==> src/rtl/restador_serial_16bits_pkg.sv <==
`default_nettype none
// +----------------------------------------------------------------------------+
// | Module     : restador_serial_16bits_pkg                                    |
// | Description: Shared state encoding and sizing for the bit-serial subtractor|
// | Revision   : 1.0 - initial release                                         |
// +----------------------------------------------------------------------------+
package restador_serial_16bits_pkg;

  localparam int c_WIDTH = 16;
  localparam int c_CNT_W = $clog2(c_WIDTH);

  typedef enum logic [1:0] {
    ST_IDLE = 2'd0,
    ST_RUN  = 2'd1,
    ST_DONE = 2'd2
  } state_t;

endpackage
`default_nettype wire

==> src/rtl/restador_serial_16bits_if.sv <==
`default_nettype none
// +----------------------------------------------------------------------------+
// | Module     : restador_serial_16bits_if                                     |
// | Description: Operand/result valid-ready bus of the bit-serial subtractor   |
// | Revision   : 1.0 - initial release                                         |
// +----------------------------------------------------------------------------+
interface restador_serial_16bits_if
  import restador_serial_16bits_pkg::*;
#(
  parameter int WIDTH = c_WIDTH
);
  logic             in_valid;
  logic             in_ready;
  logic [WIDTH-1:0] A;
  logic [WIDTH-1:0] B;
  logic             borrow_in;
  logic             out_valid;
  logic             out_ready;
  logic [WIDTH-1:0] DIFF;
  logic             borrow_out;
  logic             zero;
  logic             ovf;

  modport master (
    output in_valid, A, B, borrow_in, out_ready,
    input  in_ready, out_valid, DIFF, borrow_out, zero, ovf
  );

  modport slave (
    input  in_valid, A, B, borrow_in, out_ready,
    output in_ready, out_valid, DIFF, borrow_out, zero, ovf
  );
endinterface
`default_nettype wire

==> src/rtl/restador_completo_1bit.sv <==
`default_nettype none
// +----------------------------------------------------------------------------+
// | Module     : restador_completo_1bit                                        |
// | Description: Combinational 1-bit full subtractor (a - b - bin)             |
// | Revision   : 1.0 - initial release                                         |
// +----------------------------------------------------------------------------+
module restador_completo_1bit (
  input  wire logic a,
  input  wire logic b,
  input  wire logic bin,
  output logic      d,
  output logic      bout
);
  assign d    = a ^ b ^ bin;
  assign bout = (~a & b) | (~(a ^ b) & bin);
endmodule
`default_nettype wire

==> src/rtl/restador_serial_16bits.sv <==
`default_nettype none
// +----------------------------------------------------------------------------+
// | Module     : restador_serial_16bits                                        |
// | Description: Bit-serial subtractor DIFF = A - B - borrow_in, LSB first     |
// | Revision   : 1.0 - initial release                                         |
// +----------------------------------------------------------------------------+
module restador_serial_16bits
  import restador_serial_16bits_pkg::*;
#(
  parameter int WIDTH = c_WIDTH
) (
  input  wire logic                clk,
  input  wire logic                rst,
  restador_serial_16bits_if.slave  bus
);
  localparam int CNT_W = $clog2(WIDTH);

  state_t           r_state;
  state_t           w_state_nxt;
  logic [WIDTH-1:0] r_a;
  logic [WIDTH-1:0] r_b;
  logic [WIDTH-2:0] r_res;
  logic [CNT_W-1:0] r_cnt;
  logic             r_br;
  logic [WIDTH-1:0] r_diff;
  logic             r_bout;
  logic             r_zero;
  logic             r_ovf;

  logic             w_d;
  logic             w_bout;
  logic             w_last;
  logic             w_in_ready;
  logic             w_out_valid;
  logic [WIDTH-1:0] w_res_shift;

  restador_completo_1bit u_cell (
    .a    (r_a[0]),
    .b    (r_b[0]),
    .bin  (r_br),
    .d    (w_d),
    .bout (w_bout)
  );

  assign w_last      = (r_cnt == CNT_W'(WIDTH - 1));
  // New bit enters from the MSB side; on the last bit this is the full result.
  assign w_res_shift = {w_d, r_res};

  always_ff @(posedge clk or posedge rst) begin
    if (rst) begin
      r_state <= ST_IDLE;
    end else begin
      r_state <= w_state_nxt;
    end
  end

  always_comb begin
    w_state_nxt = r_state;
    w_in_ready  = 1'b0;
    w_out_valid = 1'b0;
    case (r_state)
      ST_IDLE: begin
        w_in_ready = 1'b1;
        if (bus.in_valid) w_state_nxt = ST_RUN;
      end
      ST_RUN: begin
        if (w_last) w_state_nxt = ST_DONE;
      end
      ST_DONE: begin
        w_out_valid = 1'b1;
        if (bus.out_ready) w_state_nxt = ST_IDLE;
      end
      default: w_state_nxt = ST_IDLE;
    endcase
  end

  always_ff @(posedge clk or posedge rst) begin
    if (rst) begin
      r_a    <= '0;
      r_b    <= '0;
      r_res  <= '0;
      r_cnt  <= '0;
      r_br   <= 1'b0;
      r_diff <= '0;
      r_bout <= 1'b0;
      r_zero <= 1'b0;
      r_ovf  <= 1'b0;
    end else begin
      if (r_state == ST_IDLE && bus.in_valid) begin
        r_a   <= bus.A;
        r_b   <= bus.B;
        r_br  <= bus.borrow_in;
        r_cnt <= '0;
      end else if (r_state == ST_RUN) begin
        r_a   <= r_a >> 1;
        r_b   <= r_b >> 1;
        r_br  <= w_bout;
        r_res <= w_res_shift[WIDTH-1:1];
        r_cnt <= r_cnt + 1'b1;
        // Last bit: r_a[0]/r_b[0] are the operand MSBs, w_d is the result MSB.
        if (w_last) begin
          r_diff <= w_res_shift;
          r_bout <= w_bout;
          r_zero <= (w_res_shift == '0);
          r_ovf  <= (r_a[0] ^ r_b[0]) & (w_d ^ r_a[0]);
        end
      end
    end
  end

  assign bus.in_ready   = w_in_ready;
  assign bus.out_valid  = w_out_valid;
  assign bus.DIFF       = r_diff;
  assign bus.borrow_out = r_bout;
  assign bus.zero       = r_zero;
  assign bus.ovf        = r_ovf;

endmodule
`default_nettype wire
==> src/flat_wrapper.sv <==
// flat-port wrapper written by rule: the top's interface ports become plain ports
module restador_serial_16bits_flat import restador_serial_16bits_pkg::*;
#(
  parameter int WIDTH = c_WIDTH
)
  (clk, rst, bus_in_valid, bus_A, bus_B, bus_borrow_in, bus_out_ready, bus_in_ready, bus_out_valid, bus_DIFF, bus_borrow_out, bus_zero, bus_ovf);
  restador_serial_16bits_if #(.WIDTH(WIDTH)) bus_i ();
  input  wire logic clk;
  input  wire logic rst;
  input wire logic [$bits(bus_i.in_valid)-1:0] bus_in_valid;
  input wire logic [$bits(bus_i.A)-1:0] bus_A;
  input wire logic [$bits(bus_i.B)-1:0] bus_B;
  input wire logic [$bits(bus_i.borrow_in)-1:0] bus_borrow_in;
  input wire logic [$bits(bus_i.out_ready)-1:0] bus_out_ready;
  output wire logic [$bits(bus_i.in_ready)-1:0] bus_in_ready;
  output wire logic [$bits(bus_i.out_valid)-1:0] bus_out_valid;
  output wire logic [$bits(bus_i.DIFF)-1:0] bus_DIFF;
  output wire logic [$bits(bus_i.borrow_out)-1:0] bus_borrow_out;
  output wire logic [$bits(bus_i.zero)-1:0] bus_zero;
  output wire logic [$bits(bus_i.ovf)-1:0] bus_ovf;
  assign bus_i.in_valid = bus_in_valid;
  assign bus_i.A = bus_A;
  assign bus_i.B = bus_B;
  assign bus_i.borrow_in = bus_borrow_in;
  assign bus_i.out_ready = bus_out_ready;
  assign bus_in_ready = bus_i.in_ready;
  assign bus_out_valid = bus_i.out_valid;
  assign bus_DIFF = bus_i.DIFF;
  assign bus_borrow_out = bus_i.borrow_out;
  assign bus_zero = bus_i.zero;
  assign bus_ovf = bus_i.ovf;
  restador_serial_16bits #(.WIDTH(WIDTH)) u_core (.clk(clk), .rst(rst), .bus(bus_i));
endmodule
==> config.mk <==
export PLATFORM = sky130hd
export DESIGN_NAME = restador_serial_16bits_flat
export DESIGN_NICKNAME = d
export VERILOG_FILES = /design/src/rtl/restador_serial_16bits_pkg.sv /design/src/rtl/restador_serial_16bits_if.sv /design/src/rtl/restador_completo_1bit.sv /design/src/rtl/restador_serial_16bits.sv /design/src/flat_wrapper.sv
export SDC_FILE = /design/constraint.sdc
export NUM_CORES = 1
export LEC_CHECK = 0
export CAP_MARGIN = 20
export CORE_MARGIN = 4
export CORE_UTILIZATION = 53
export DETAILED_ROUTE_END_ITERATION = 10
export PLACE_DENSITY = 0.86
export SYNTH_ARGS = -nofsm -noshare
export SYNTH_HDL_FRONTEND = slang
export SYNTH_SLANG_ARGS = --single-unit
export TNS_END_PERCENT = 30
==> constraint.sdc <==
create_clock -name clk -period 3.9 [get_ports clk]
set_clock_uncertainty 0.05 [all_clocks]
set_input_delay 0.39 -clock clk [delete_from_list [all_inputs] [get_ports clk]]
set_output_delay 0.39 -clock clk [all_outputs]
set_load 0.05 [all_outputs]
==> impl_metrics.tcl <==
set metrics [dict create \
    p_comb_frac 0.376 \
    drt-vias-per-instance 5.40 \
    r2r_setup_slack_ps 1620 \
    cts_made_buffers 9 \
    areaGrowthSynthToFinish_pct 26.2 \
    cp-endpoint "bus_out_valid" \
    p_sw_frac 0.389 \
    path_cells "nand2b_1 > inv_1 > clkdlybuf4s50_1" \
    status "completed" \
    cts-resized-gates 0 \
    worstMarginPinSlew_ps 1080 \
    vias 2272 \
    place_ws_ps 1620 \
    slowest_stage "clkdlybuf4s50_1" \
    avgSynthCellArea_um2 10.4 \
    layout-drive-gt1-share 0.106 \
    synth_nets 331 \
    dieArea_um2 6990 \
    portBuffers 57 \
    nets 385 \
    cts_hold_buf 0 \
    placed_area_um2 3650 \
    min_path_type "reg -> reg" \
    ios 58 \
    start_kind "register" \
    fin_crit_sh 0.590 \
    synth_area_leaders "dfrtp_1 60%, nand2_1 14%, a22oi_1 7.7%" \
    rsz0062_at_grt "false" \
    synth_top_area_frac 0.603 \
    required_ps 3460 \
    drt_pass1_iterations 4 \
    layout_commonest_cell "nand2_1" \
    synth_area_um2 3030 \
    grt_start_max_net_pins 49 \
    cts_tree "built" \
    grt_pass1_vias 2234 \
    worst_setup_path_end_kind "output port" \
    antenna_found_initial 0 \
    cts_setup_buffers 0 \
    grt-ovfl-total 0 \
    drcViolationCount 0 \
    synth.distinct_cells 28 \
    ir_drop_uv 328 \
    ys.warnings.count 0 \
    place_congestion 0.763 \
    slew_viol_final 0 \
    final_cell_mix "114 x nand2_1, 73 x dfrtp_1, 57 x clkdlybuf4s50_1" \
    ys_seq_area_frac 0.603 \
    wirelength_um 6280 \
    design_area_um2 3820 \
    core_area_um2 5540 \
    clock_power_share 0.189 \
    htree_num_levels 3 \
    p_per_area_nw_per_um2 757 \
    seqPwrFrac 0.435 \
    hpwl_um 4240 \
    wl_per_cell_um 14.9 \
    yosysTopAreaCell "dfrtp_1" \
    clock-sinks 73 \
    clockBufferDepth 2 \
    ys_ff_latch 73 \
    gr-usage-all-layers 0.188 \
    relSlewSlack 0.278 \
    max_stage_delay_ps 790 \
    synthCells 291 \
    n_fill_cell 448 \
    critPathMaxFanout 7 \
    hold_viol_final 0 \
    p_leak_nw 1.85 \
    worstSetupPathType "reg -> out" \
    max_freq_mhz 435 \
    worstPathArrival_ps 1860 \
    die_w_um 83.6 \
    finalWorstSetupSlack_ps 1600 \
    cts.clk_slew.worst_paths_ps 70 \
    power.switching_mw 1.13 \
    root_buffer "clkbuf_8" \
    p_int_mw 1.77 \
    die_height_um 83.6 \
    initial_utilization 0.547 \
    worstSkewPairLatency_ps 340 \
    crit_path_start "u_core.r_state[0]$_DFFE_PP0P_" \
    regToRegStartpoint "u_core.r_state[1]$_DFFE_PP0P_" \
    rr_worst_depth 3 \
    setup_violations 0 \
    finalSetupTns_ps 0 \
    drtIter0Drc 185 \
    maxCapViolCount 0 \
    grt_pass1_wl_um 10500 \
    period_minus_slack_ps 2300 \
    r2r-end "u_core.bus.DIFF[4]$_DFFE_PP0P_" \
    antenna_cells 0 \
    rows 27 \
    ant_nets 0 \
]
## worst max-delay path, delay by kind of cell, from the launching register on
family	cells	cell delay (ps)
buffers and inverters	2	860
DFF	1	460
and+or+nand+nor	1	200
## cell type report
| type | instances | area [um^2] | share of cell area |
|---|---|---|---|
| clock buffers | 11 | 131 | 0.0343 |
| repair buffers | 60 | 601 | 0.157 |
| multi-input cells | 198 | 1120 | 0.293 |
| clock inverters | 4 | 45.0 | 0.0118 |
| flip-flops and latches | 73 | 1830 | 0.478 |
| well taps | 72 | 90.1 | 0.0236 |
| inverters | 3 | 11.3 | 0.00294 |
## flip-flops by register name, summed over array words and instances (netlist names)
signal	cells
u_core.bus.ovf	1
u_core.bus.zero	1
u_core.bus.DIFF	16
u_core.r_res	15
u_core.r_cnt	4
u_core.r_state	2
u_core.r_br	1
u_core.r_b	16
u_core.r_a	16
u_core.bus.borrow_out	1
## power groups by stage
stage | registers, mW | logic, mW | clock network (mW)
final | 1.26 | 1.09 | 0.546
after floorplan | 1.45 | 0.567 | 0
after global placement | 1.25 | 1.05 | 0
after detailed placement | 1.27 | 1.09 | 0
after CTS | 1.26 | 1.10 | 0.559
after global routing | 1.30 | 1.20 | 0.584
## how the worst min path moves through the flow
stage,start,end,cells after the start
CTS,u_core.r_a[5]$_DFFE_PP0P_,u_core.r_a[5]$_DFFE_PP0P_,2
floorplan,u_core.r_a[10]$_DFFE_PP0P_,u_core.r_a[10]$_DFFE_PP0P_,2
global placement,u_core.r_b[4]$_DFFE_PP0P_,u_core.r_b[4]$_DFFE_PP0P_,2
global route,u_core.r_b[5]$_DFFE_PP0P_,u_core.r_b[5]$_DFFE_PP0P_,2
finish,u_core.r_a[5]$_DFFE_PP0P_,u_core.r_a[5]$_DFFE_PP0P_,2
detailed placement,u_core.r_a[5]$_DFFE_PP0P_,u_core.r_a[5]$_DFFE_PP0P_,2
## metal layers
metal	GRT usage	up-vias	wire length, um	part of all wire
met4	0.0950	0	177	0.028
li1	-	1090	-	-
met1	0.244	1100	2700	0.43
met2	0.294	66	3100	0.49
met3	0.0484	16	305	0.049
met5	0	-	0	0
## synth_stat cells
cell,number
nand2_1,114
dfrtp_1,73
a22oi_1,31
mux2_2,14
o21ai_0,13
clkbuf_1,8
buf_2,6
inv_1,3
nor4_1,3
buf_6,2
ha_1,2
mux2_4,2
nand2b_1,2
nand3_1,2
nor3b_1,2
xor2_1,2
a21o_1,1
buf_4,1
fa_1,1
nand4_1,1
nor2_1,1
nor2_4,1
nor2b_1,1
nor4b_1,1
o21bai_1,1
o22ai_1,1
o31ai_1,1
or2_1,1
## through the flow
| step | instances | hold slack [ps] | util | total power [mW] |
|---|---|---|---|---|
| 3_3_place_gp | 405 | 408 | 0.656 | 2.30 |
| 3_5_place_dp | 406 | 413 | 0.659 | 2.36 |
| 4_1_cts | 421 | 431 | 0.690 | 2.91 |
| 6_report | 421 | 429 | 0.690 | 2.89 |
| 5_1_grt | 421 | 437 | 0.690 | 3.08 |
| 2_1_floorplan | 291 | 396 | - | 2.01 |
## cells by family after synthesis
group | share of synthesized area
AOI/OAI and AO/OA | 0.108
adders and majority gates | 0.0149
muxes | 0.0619
buffers and inverters | 0.0334
and+or+nand+nor | 0.174
xor gates and xnor gates | 0.00578
DFF | 0.603
(Power assumes the default switching activity.)
